**src/rtl/bus_slave_sel_pkg.sv**
```systemverilog
// Shared definitions for the bus slave selector: chip-select levels, slave indices,
// default geometry and the controller state encoding.
package bus_slave_sel_pkg;

  localparam logic ENABLE_  = 1'b0;
  localparam logic DISABLE_ = 1'b1;

  localparam int SLAVE_NUM_DEF = 8;
  localparam int IDX_W_DEF     = 3;

  localparam int SLAVE_IDX_0 = 0;
  localparam int SLAVE_IDX_1 = 1;
  localparam int SLAVE_IDX_2 = 2;
  localparam int SLAVE_IDX_3 = 3;
  localparam int SLAVE_IDX_4 = 4;
  localparam int SLAVE_IDX_5 = 5;
  localparam int SLAVE_IDX_6 = 6;
  localparam int SLAVE_IDX_7 = 7;

  typedef enum logic [1:0] {
    BUS_SEL_IDLE   = 2'd0,
    BUS_SEL_ACCESS = 2'd1,
    BUS_SEL_ERROR  = 2'd2
  } bus_sel_state_e;

endpackage

```
**src/rtl/bus_sel_watchdog.sv**
```systemverilog
// 8-bit access watchdog: counts enabled cycles, clears on request and flags
// the cycle in which the count reaches LIMIT-1.
module bus_sel_watchdog #(
  parameter int LIMIT = 16
) (
  input  logic clk,
  input  logic reset,
  input  logic clr,
  input  logic en,
  output logic expire
);

  logic [7:0] cnt_q, cnt_d;

  always_comb begin
    cnt_d = cnt_q;
    if (clr)
      cnt_d = 8'd0;
    else if (en)
      cnt_d = cnt_q + 8'd1;
  end

  always_ff @(posedge clk) begin
    if (reset)
      cnt_q <= 8'd0;
    else
      cnt_q <= cnt_d;
  end

  assign expire = en && (cnt_q == 8'(LIMIT - 1));

endmodule

```
**src/rtl/bus_slave_sel.sv**
```systemverilog
// Registered bus slave selector: decodes the slave index, holds one active-low chip
// select until ready, flags unmapped or (with BUS_SLAVE_SEL_TIMEOUT_EN) timed-out accesses.
module bus_slave_sel
  import bus_slave_sel_pkg::*;
#(
  parameter int                   SLAVE_NUM  = SLAVE_NUM_DEF,
  parameter int                   ADDR_W     = 30,
  parameter int                   IDX_W      = IDX_W_DEF,
  parameter logic [SLAVE_NUM-1:0] SLAVE_MASK = {SLAVE_NUM{1'b1}},
  parameter int                   TIMEOUT    = 16
) (
  input  logic                 clk,
  input  logic                 reset,
  input  logic [ADDR_W-1:0]    m_addr,
  input  logic                 m_as_,
  output logic [SLAVE_NUM-1:0] s_cs_,
  input  logic [SLAVE_NUM-1:0] s_rdy_,
  output logic                 m_rdy_,
  output logic                 m_err,
  output logic                 busy,
  output logic [IDX_W-1:0]     cur_idx
);

  bus_sel_state_e       state_q, state_d;
  logic [SLAVE_NUM-1:0] cs_q, cs_d;
  logic [IDX_W-1:0]     idx_q, idx_d;
  logic [IDX_W-1:0]     addr_idx;
  logic                 mapped;
  logic                 sel_rdy_;
  logic                 expire;

  assign addr_idx = m_addr[ADDR_W-1 -: IDX_W];
  assign mapped   = (int'(addr_idx) < SLAVE_NUM) && SLAVE_MASK[addr_idx];
  assign sel_rdy_ = s_rdy_[idx_q];

`ifdef BUS_SLAVE_SEL_TIMEOUT_EN
  // Timer runs only while ACCESS persists; any exit clears it on the same edge.
  bus_sel_watchdog #(
    .LIMIT (TIMEOUT)
  ) u_watchdog (
    .clk    (clk),
    .reset  (reset),
    .clr    (state_d != BUS_SEL_ACCESS),
    .en     (state_q == BUS_SEL_ACCESS),
    .expire (expire)
  );
`else
  logic unused_timeout;
  assign unused_timeout = (TIMEOUT > 0);
  assign expire         = 1'b0;
`endif

  always_comb begin
    state_d = state_q;
    cs_d    = cs_q;
    idx_d   = idx_q;
    unique case (state_q)
      BUS_SEL_IDLE: begin
        if (m_as_ == ENABLE_) begin
          idx_d = addr_idx;
          if (mapped) begin
            state_d        = BUS_SEL_ACCESS;
            cs_d           = {SLAVE_NUM{DISABLE_}};
            cs_d[addr_idx] = ENABLE_;
          end else begin
            state_d = BUS_SEL_ERROR;
          end
        end
      end
      BUS_SEL_ACCESS: begin
        // Ready takes priority over a simultaneous watchdog expiry.
        if (sel_rdy_ == ENABLE_) begin
          state_d = BUS_SEL_IDLE;
          cs_d    = {SLAVE_NUM{DISABLE_}};
        end else if (expire) begin
          state_d = BUS_SEL_ERROR;
          cs_d    = {SLAVE_NUM{DISABLE_}};
        end
      end
      BUS_SEL_ERROR: begin
        state_d = BUS_SEL_IDLE;
      end
      default: begin
        state_d = BUS_SEL_IDLE;
        cs_d    = {SLAVE_NUM{DISABLE_}};
      end
    endcase
  end

  always_ff @(posedge clk) begin
    if (reset) begin
      state_q <= BUS_SEL_IDLE;
      cs_q    <= {SLAVE_NUM{DISABLE_}};
      idx_q   <= '0;
    end else begin
      state_q <= state_d;
      cs_q    <= cs_d;
      idx_q   <= idx_d;
    end
  end

  always_comb begin
    m_rdy_ = DISABLE_;
    m_err  = 1'b0;
    case (state_q)
      BUS_SEL_ACCESS: m_rdy_ = sel_rdy_;
      BUS_SEL_ERROR: begin
        m_rdy_ = ENABLE_;
        m_err  = 1'b1;
      end
      default: ;
    endcase
  end

  assign s_cs_   = cs_q;
  assign busy    = (state_q != BUS_SEL_IDLE);
  assign cur_idx = idx_q;

endmodule

```
**config.mk**
```make
export PLATFORM = sky130hd
export DESIGN_NAME = bus_slave_sel
export DESIGN_NICKNAME = d
export VERILOG_FILES = /design/src/rtl/bus_slave_sel_pkg.sv /design/src/rtl/bus_sel_watchdog.sv /design/src/rtl/bus_slave_sel.sv
export SDC_FILE = /design/constraint.sdc
export NUM_CORES = 1
export LEC_CHECK = 0
export BUFFER_PORTS_ARGS = -buffer_cell sky130_fd_sc_hd__buf_2
export CORE_MARGIN = 2
export CORE_UTILIZATION = 30
export DETAILED_ROUTE_END_ITERATION = 8
export HOLD_SLACK_MARGIN = 0.12
export PLACE_DENSITY = 0.72
export RECOVER_POWER = 50
export SYNTH_ARGS = -nofsm -noshare
export SYNTH_HDL_FRONTEND = slang
export SYNTH_HIERARCHICAL = 1
export SYNTH_SLANG_ARGS = --single-unit
export TNS_END_PERCENT = 30
```
**constraint.sdc**
```tcl
create_clock -name clk -period 1.4 [get_ports clk]
set_input_delay 0.28 -clock clk [delete_from_list [all_inputs] [get_ports clk]]
set_output_delay 0.28 -clock clk [all_outputs]
set_load 0.05 [all_outputs]
```
## Word-level counts from Yosys, hierarchy flattened

Memories as Yosys holds them, arrays and structs flattened.
Index checks and enable logic that the tools add are counted.

| storage, ports and cells | value |
|---|---|
| flip-flop bits (word level) | 13 |
| latch bits | 0 |
| memory bits (writable) | 0 |
| memory bits (read-only) | 8 |
| bits of input ports | 41 |
| word-level logic and storage cells | 36 |
| memories | 1 |

Memories:

| memory | depth | width | rd ports | clocked after memory_dff | wr ports | RTL line | RTL |
|---|---|---|---|---|---|---|---|
| (no name shown) | 8 | 1 | 1 | 0 | 0 | bus_slave_sel.sv:33 | `assign mapped = (int'(addr_idx) < SLAVE_NUM) && SLAVE_MASK[addr_idx];` |

| operators by class | value |
|---|---|
| $add $sub $neg | 0 |
| multipliers | 0 |
| div/mod/pow operators | 0 |
| $lt $le $gt $ge | 3 |
| equal/unequal tests | 5 |
| shift-type cells | 0 |
| multiplexer cells | 15 |
| bitwise gates (word level) | 3 |
| reduce and logical (&&, ||, !) cells | 6 |

Operators with widths:

| operator | number |
|---|---|
| $mux 8 | 3 |
| $pmux 8 s3 | 1 |
| $lt 3x4->1 const B | 2 |
| $not 8->8 | 1 |
| $mux 2 | 3 |
| $ne 2x2->1 const B | 3 |
| $mux 1 | 4 |
| $pmux 2 s2 | 1 |
| $reduce_and 2->1 | 2 |
| $reduce_and 4->1 | 1 |
| $bmux 1 s3 | 1 |
| $demux 1 s3 | 1 |
| $ge 3x1->1 const B | 1 |
| $eq 2x1->1 const B | 1 |
| $eq 2x2->1 const B | 1 |
| $logic_not 2->1 | 1 |
| $not 1->1 | 2 |
| $pmux 1 s2 | 1 |
| $reduce_bool 2->1 | 1 |
| $logic_and 1x1->1 | 1 |

## Depth between registers and ports, before layout

Gate-level depths: netlist of run 1.

| depth | value |
|---|---|
| depth in word-level cells | 8 |
| depth in mapped cells | 4 |
| mapped depth without buffers | 4 |

## Worst setup path before layout of run 1

No wires, ideal clock.

| timing | value |
|---|---|
| path type | register -> register |
| from | register idx_q[0], in the netlist cur_idx[0] |
| to | register state_q[0] |
| arrival time | 1,896 ps |
| data required time | 1,283 ps |
| path slack | -613 ps |
| stages on the path, launching flop included | 5 |
| clock period less this slack | 2,013 ps |
| cells stage by stage | dfxtp_1 -> mux4_2 -> nand2b_2 -> nand4_4 -> and2_1 |

| on the way | value |
|---|---|
| longest elaborated chain between the ends | 4 |

RTL lines:

| what | RTL line | RTL |
|---|---|---|
| from (decl) | bus_slave_sel.sv:26 | `logic [IDX_W-1:0] idx_q, idx_d;` |
| from (signal assigned) | bus_slave_sel.sv:98 | `idx_q <= idx_d;` |
| $bmux 1 s3 | bus_slave_sel.sv:34 | `assign sel_rdy_ = s_rdy_[idx_q];` |
| $mux 1 (not written as such) | bus_slave_sel.sv:34 |  |
| $ne 2x2->1 (no line) | -- |  |
| $reduce_and 2->1 (no line) | -- |  |
| to (signal assigned) | bus_slave_sel.sv:96 | `state_q <= state_d;` |
| to (decl) | bus_slave_sel.sv:24 | `bus_sel_state_e state_q, state_d;` |

Every way passes these cells. The select of a mux whose other input is x is not followed.
A chain may end at the register's enable or synchronous reset.

## Worst setup path in the final report of run 1

| timing | value |
|---|---|
| from | register idx_q[0], in the netlist cur_idx[0] |
| to | output port m_rdy_ |

| on the way | value |
|---|---|
| longest elaborated chain between the ends | 3 |

RTL lines:

| what | RTL line | RTL |
|---|---|---|
| $bmux 1 s3 | bus_slave_sel.sv:34 |  |
| $mux 1 (not written as such) | bus_slave_sel.sv:34 |  |
| $pmux 1 s2 | bus_slave_sel.sv:105 | `case (state_q)` |
| to (decl) | bus_slave_sel.sv:18 | `output logic m_rdy_,` |

Every way passes these cells. The select of a mux whose other input is x is not followed.

==> flow_summary.yaml, run 1 <==
synth:
  syn_area_per_cell_um2: 8.47
  yosys-top-cells-count: "a21oi_1, dfxtp_1, nor3_1"
  synth-seq-cells: 12
  synth_area_leaders: "dfxtp_1, a21oi_1, nor3_1, nor2_1, mux2_2"
  synth_top_area_cell: "dfxtp_1"
  synthFlopType: "dfxtp_1"
  ys_types: 19
  synth_nets: 106
  ys_seq_area_frac: 0.436
  ys_async_sr_fraction: 0
  synth_top_area_frac: 0.436
  syn_inst: 65
  syn-cell-area_um2: 551
  synth_edf_count: 0
  yosys_warnings: 6
sta:
  clock_skew_ps: 6.56
  fin_tns_setup_ps: -3500
  finalWorstSetupSlack_ps: -383
  slew_viol_final: 0
  setup_viol: 10
  period_needed_ps: 1780
  max_freq_mhz: 561
  period_share: 1.27
  hold_viol_final: 0
  rsz0062_at_grt: "true"
  timing.hold.ws_ps: 263
power:
  peakVddDrop_mv: 0.619
  power.density_mw_per_mm2: 1000
  power_mw: 0.870
  p_leak_nw: 0.356
floorplanning:
  start_util: 0.319
  core_area_mm2: 0.00173
  dieArea_mm2: 0.00219
  dieWidth_um: 46.8
  pin_count: 55
  rows: 15
  die_h_um: 46.8
worst_setup_path:
  cp-end-kind: "output port"
  arrival_ps: 1500
  critPathMaxFanout: 3
  critical_path.slowest_cell: "mux4_2"
  cp.required_ps: 1120
  worst-setup-path-type: "flip-flop to output port"
  crit_path_max_incr_delay_ps: 520
  startpoint_type: "flip-flop"
  crit_chain: "mux4_2 -> nand2b_4 -> nand4_4 -> buf_8"
clocking:
  cts.sinks: 12
  cts_root_buf: "clkbuf_4"
  cts_inserted_buffers: 3
  holdBufCountCts: 0
  cts_tree: "done"
  htreeDepth: 1
  clk_latency_ps: 270
  cts_buffer_depth: 2
  cts.clk_slew.worst_paths_ps: 80
cells_and_area:
  fin_util: 0.502
  drive_gt1_frac: 0.535
  finalNetCount: 143
  final_area_um2: 867
  diodes: 0
  area.growth.synth_to_final_pct: 57.5
  instances_no_fill: 126
placed_design:
  gp_congestion: 0.766
  placed_cells: 118
  dp_hpwl_um: 1050
  place_ws_ps: -144
  placed_cell_area_um2: 739
  portBuffers: 26
flow_run:
  maxCapViolCount: 0
routing:
  ant_nets: 0
  first_iter_violations: 6
  drc: 0
  wl_per_cell_um: 12.7
  drt-pass1-iter-count: 4
  routed_via_density: 4.83
  drt-total-wl_um: 1610
  vias: 608
global_route:
  antenna_found_initial: 0
  grt_usage: 0.143
  grt_pass1_vias: 520
  grt_overflow: 0
  grt_max_degree: 14
  grt_first_pass_wirelength_um: 2180
status:
  violations: "negative setup slack"
  outcome: "finished with violations"
worst_hold_path:
  hold_class: "input port to flip-flop"
==> critical path, delay by kind of cell (launching register included) <==
family        cells  cell delay, ps
flops             1             360
mux               1             520
buf+inv           1             170
simple gates      2             190
==> layout by cell type (no fill, tap or decap), drive strengths merged <==
| cell | instances |
|---|---|
| buf | 30 |
| dfxtp | 12 |
| a21oi | 12 |
| nor3 | 10 |
| clkbuf | 9 |
| nor2 | 7 |
| nand2 | 4 |
| o21ai | 3 |
| nand2b | 3 |
| nand3b | 2 |
| mux2 | 2 |
| mux4 | 1 |
| nand3 | 1 |
| nand4 | 1 |
| or4 | 1 |
| inv | 1 |
| and2 | 1 |
| conb | 1 |
==> registers in the layout, summed over array words and instances, names as in the netlist <==
signal   count
cur_idx      3
s_cs_        8
state_q      1
==> cell type report <==
class                   instances  area, um^2
multi-input cells              49         330
clock buffers                   4        36.3
inverters                       1        3.75
well taps                      25        31.3
flip-flops and latches         12         245
fillers                       183         860
repair buffers                 35         220
==> power breakdown <==
part           internal, mW  switching [mW]
Clock                 0.158           0.111
Sequential            0.355          0.0104
Combinational        0.0930           0.143
==> final timing paths <==
kind | to | slack [ps] | startpoint | depth (start not counted)
min | cur_idx[2] | 260 | m_addr[29] | 3
max reg2reg | state_q[0] | -380 | cur_idx[0] | 8
max | m_rdy_ | -380 | cur_idx[0] | 4
min reg2reg | s_cs_[0] | 520 | s_cs_[0] | 2
==> repair_timing <==
item                                    4_1_cts  5_1_grt
buffers inserted                              2        2
endpoints found under the setup margin       10       10
resized for setup                             7       11
pin swaps                                     1        0
gates cloned                                  1        0
==> cell families (layout without fill, tap and decap cells) <==
| logic type | Yosys count | after routing | share of synthesized area |
|---|---|---|---|
| AOI/OAI and AO/OA | 15 | 15 | 0.136 |
| other | 1 | 1 | 0.00681 |
| DFF | 12 | 12 | 0.436 |
| buffers and inverters | 4 | 40 | 0.0341 |
| and+or+nand+nor | 30 | 30 | 0.305 |
| muxes | 3 | 3 | 0.0818 |
==> layer usage <==
metal,up-vias,part of all wire,wire (um),global-route usage
met5,-,0,0,0
met4,0,0.0062,10,0.0667
met3,2,0.095,153,0.0385
met2,31,0.48,770,0.225
met1,276,0.42,670,0.183
li1,299,-,-,-
No activity file was read; power rests on OpenSTA's default activity.
==> run 2: changes to the inputs <==
Settings changed: ABC_CLOCK_PERIOD_IN_PS set to 1400, PLACE_DENSITY 0.72 to 0.73.
==> flow_summary.yaml, run 2 (synthesized netlist as in run 1, its figures left out) <==
status:
  outcome: "finished with violations"
  violations: "negative setup slack"
sta:
  timing.hold.ws_ps: 269
  clock_skew_ps: 2.84
  setup_viol: 10
  rsz0062_at_grt: "true"
  hold_viol_final: 0
  period_needed_ps: 1770
  max_freq_mhz: 564
  fin_tns_setup_ps: -661
  slew_viol_final: 0
  finalWorstSetupSlack_ps: -373
  period_share: 1.27
worst_setup_path:
  worst-setup-path-type: "flip-flop to output port"
  cp.required_ps: 1120
  cp-end-kind: "output port"
  critPathMaxFanout: 3
  worstSetupStartpoint: "cur_idx[0]"
  r2r-start: "cur_idx[0]"
  startpoint_type: "flip-flop"
  arrival_ps: 1490
routing:
  ant_nets: 0
  drc: 0
  routed_via_density: 4.71
  vias: 579
  first_iter_violations: 5
  drt-pass1-iter-count: 3
  wl_per_cell_um: 10.8
  drt-total-wl_um: 1330
placed_design:
  placed_cell_area_um2: 747
  placed_cells: 119
  dp_hpwl_um: 993
  portBuffers: 26
  place_ws_ps: -136
  gp_congestion: 0.743
cells_and_area:
  finalNetCount: 140
  largest_reg_flops: 8
  layout_common_cells: "buf_2, a21oi_1, nor3_1, dfxtp_1, nor2_1"
  instances_no_fill: 123
  diodes: 0
  drive_gt1_frac: 0.449
  nFillCells: 193
  final_area_um2: 795
  area.growth.synth_to_final_pct: 44.3
  fin_util: 0.460
  final_common_cell: "buf_2"
clocking:
  cts_root_buf: "clkbuf_4"
  holdBufCountCts: 0
  cts_inserted_buffers: 3
  htreeDepth: 1
  cts_buffer_depth: 2
  cts.clk_slew.worst_paths_ps: 80
  clk_latency_ps: 270
  cts.sinks: 12
  cts_tree: "done"
global_route:
  grt_usage: 0.127
  grt_first_pass_wirelength_um: 2010
  grt_max_degree: 14
  antenna_found_initial: 0
  grt_pass1_vias: 485
  grt_overflow: 0
worst_hold_path:
  min-delay-start: "m_addr[29]"
  hold_class: "input port to flip-flop"
floorplanning:
  pin_count: 55
  dieArea_mm2: 0.00219
  rows: 15
  start_util: 0.319
  core_area_mm2: 0.00173
  dieWidth_um: 46.8
  die_h_um: 46.8
power:
  power_mw: 0.791
  p_leak_nw: 0.321
  peakVddDrop_mv: 0.437
  power.density_mw_per_mm2: 995
flow_run:
  maxCapViolCount: 0
==> run 2: cell types whose count changed in the layout (fill, tap and decap cells not counted) <==
cell / change
and2_1: +1
clkbuf_1: +1
buf_6: -4
mux2_2: +1
a21oi_2: -5
buf_4: +1
clkbuf_8: -1
mux2_4: -1
and2_4: -1
a21oi_1: +5
==> run 2: final cells by class <==
| cell class | instances | area [um^2] | area share |
|---|---|---|---|
| Multi-Input combinational cell | 49 | 305 | 0.384 |
| Inverter | 1 | 3.75 | 0.00472 |
| Sequential cell | 12 | 245 | 0.309 |
| Clock buffer | 4 | 26.3 | 0.0331 |
| Tap cell | 25 | 31.3 | 0.0394 |
| Timing Repair Buffer | 32 | 183 | 0.230 |
==> run 2: worst max-delay path, stage by stage, from the launching register on <==
cell	delay [ps]
dfxtp_4	360
mux4_2	520
nand2b_4	100
nand4_4	80
buf_8	160
==> run 2: what timing repair did <==
item	4_1_cts	5_1_grt
endpoints found under the setup margin	10	10
pin swaps	1	0
buffers inserted	1	0
resized for setup	4	2
==> run 2: path summary, 6_finish.rpt <==
kind	endpoint	slack [ps]	depth (start not counted)
hold reg to reg	cur_idx[0]	520	2
hold / removal	cur_idx[2]	270	3
setup reg to reg	state_q[0]	-80	5
setup / recovery	m_rdy_	-370	4
==> run 2: per-layer routing <==
metal  track usage  up-vias  wire, um
met5             0        -         0
met4        0.0500        0         0
met3        0.0231        0       112
met2         0.208       20       597
met1         0.166      264       617
li1              -      295         -
==> run 2: where the power goes <==
group / leakage, nW / internal, mW / switching [mW]
Clock: 0.0150 / 0.110 / 0.113
Combinational: 0.207 / 0.0728 / 0.130
Sequential: 0.0992 / 0.354 / 0.00988
==> run 3: changes to the inputs <==
--- a/config.mk
+++ b/config.mk
@@ -9,8 +9,9 @@
 export BUFFER_PORTS_ARGS = -buffer_cell sky130_fd_sc_hd__buf_2
 export CORE_MARGIN = 2
-export CORE_UTILIZATION = 30
+export CORE_UTILIZATION = 32
+export CTS_BUF_LIST = sky130_fd_sc_hd__clkbuf_8
 export DETAILED_ROUTE_END_ITERATION = 8
 export HOLD_SLACK_MARGIN = 0.12
-export PLACE_DENSITY = 0.73
+export PLACE_DENSITY = 0.76
 export RECOVER_POWER = 50
 export SYNTH_ARGS = -nofsm -noshare
==> constraint.sdc (replaced) <==
create_clock -name clk -period 1.4 [get_ports clk]
set_input_delay 0.28 -clock clk [delete_from_list [all_inputs] [get_ports clk]]
set_output_delay 0.28 -clock clk [all_outputs]
set_load 0.005 [all_outputs]
==> flow_summary.yaml, run 3 (synthesized netlist as in run 1, its figures left out) <==
routing:
  routed_via_density: 5.37
  drt-total-wl_um: 1470
  ant_nets: 0
  wl_per_cell_um: 12.9
  drc: 0
  vias: 612
  first_iter_violations: 13
  drt-pass1-iter-count: 4
worst_setup_path:
  startpoint_type: "flip-flop"
  arrival_ps: 1410
  critPathMaxFanout: 3
  cp.required_ps: 1120
  worstSetupStartpoint: "cur_idx[0]"
  r2r-start: "cur_idx[0]"
  worst-setup-path-type: "flip-flop to output port"
  cp-end-kind: "output port"
sta:
  period_needed_ps: 1690
  hold_viol_final: 0
  period_share: 1.21
  clock_skew_ps: 1.26
  finalWorstSetupSlack_ps: -292
  max_freq_mhz: 591
  slew_viol_final: 0
  timing.hold.ws_ps: 305
  setup_viol: 10
  rsz0062_at_grt: "true"
power:
  p_int_mw: 0.676
  swShare: 0.230
  clkPwrFrac: 0.420
  combPwrFrac: 0.164
  power.density_mw_per_mm2: 1090
  p_leak_nw: 0.325
  peakVddDrop_mv: 0.579
  power.switching_mw: 0.202
  p_seq_frac: 0.416
cells_and_area:
  finalNetCount: 140
  nFillCells: 154
  final_common_cell: "buf_2"
  instances_no_fill: 114
  area.growth.synth_to_final_pct: 46.6
  layout_common_cells: "buf_2, dfxtp_1, nor3_1, a21oi_1, nor2_1"
  largest_reg_flops: 8
  diodes: 0
  drive_gt1_frac: 0.418
clocking:
  clk_latency_ps: 240
  cts.clk_slew.worst_paths_ps: 50
  cts_tree: "done"
  cts_root_buf: "clkbuf_8"
  htreeDepth: 1
  cts.sinks: 12
  cts_inserted_buffers: 3
  cts_buffer_depth: 2
  holdBufCountCts: 0
worst_hold_path:
  min-delay-start: "m_addr[29]"
  hold_class: "input port to flip-flop"
floorplanning:
  core_area_mm2: 0.00156
  dieArea_mm2: 0.00207
  start_util: 0.353
  dieWidth_um: 45.5
  die_h_um: 45.5
  rows: 14
  pin_count: 55
global_route:
  met3_usage: 0.0397
  grt_max_degree: 14
  grt-busiest-layer: "met2"
  grt_pass1_vias: 535
  antenna_found_initial: 0
  use_met2: 0.268
  grt_usage: 0.145
  grt_first_pass_wirelength_um: 2150
  met1_usage: 0.148
  grt_overflow: 0
placed_design:
  dp_hpwl_um: 1020
  portBuffers: 26
  gp_congestion: 0.713
  placed_cells: 110
status:
  outcome: "finished with violations"
  violations: "negative setup slack"
flow_run:
  maxCapViolCount: 0
-- run 3: changes by cell type in the layout (fill, tap and decap cells not counted), moves of 3 or more --
cell      previous run  this run
a21oi_2              1         4
a21oi_1             11         8
clkbuf_1             1         5
clkbuf_2             5         0
clkbuf_8             0         4
clkbuf_4             3         0
-- run 3: repair_timing --
item	CTS	global route
pin swaps	1	0
endpoints found under the setup margin	10	10
resized for setup	1	5
buffers inserted	1	1
-- run 3: path summary, 6_finish.rpt --
check	slack, ps	cells after the start	to
worst max-delay path	-290	4	m_rdy_
worst min-delay path	300	3	cur_idx[2]
worst max register to register	-90	5	state_q[0]
worst min register to register	500	2	cur_idx[0]
-- run 3: layout make-up --
class | count | area (um^2) | share of cell area
multi-input cells | 49 | 312 | 0.386
inverters | 1 | 3.75 | 0.00465
clock buffers | 4 | 55.1 | 0.0682
flip-flops and latches | 12 | 241 | 0.299
repair buffers | 32 | 175 | 0.217
well taps | 16 | 20.0 | 0.0248
-- run 3: worst max-delay path: stages (launching register included) --
cell,delay [ps]
dfxtp_2,350
mux4_2,530
nand2b_4,90
nand4_4,70
buf_6,130
-- run 3: routing by layer --
metal  wire (um)  vias to the layer above  part of all wire
met2         752                       32              0.51
li1            -                      298                 -
met1         612                      280              0.42
met4           9                        0            0.0061
met5           0                        -                 0
met3          91                        2             0.062
-- run 3: through the flow --
step           setup TNS [ps]  total power [mW]  instance area [um^2]   util  setup WS (ps)
6_report                 -577             0.878                   807  0.518           -292
5_1_grt                 -1270             0.918                   807  0.518           -349
4_1_cts                  -484             0.881                   792  0.508           -300
3_5_place_dp             -168             0.505                   732  0.470          -63.4
3_3_place_gp            -92.1             0.501                   732  0.470          -50.5
2_1_floorplan               0             0.439                   552      -           10.1
-- run 3: power by group through the flow --
stage	Sequential, mW	Combinational [mW]	Clock (mW)
global route	0.366	0.158	0.394
floorplan	0.378	0.0611	0
global placement	0.371	0.130	0
CTS	0.365	0.138	0.378
finish	0.365	0.144	0.369
detailed placement	0.372	0.133	0
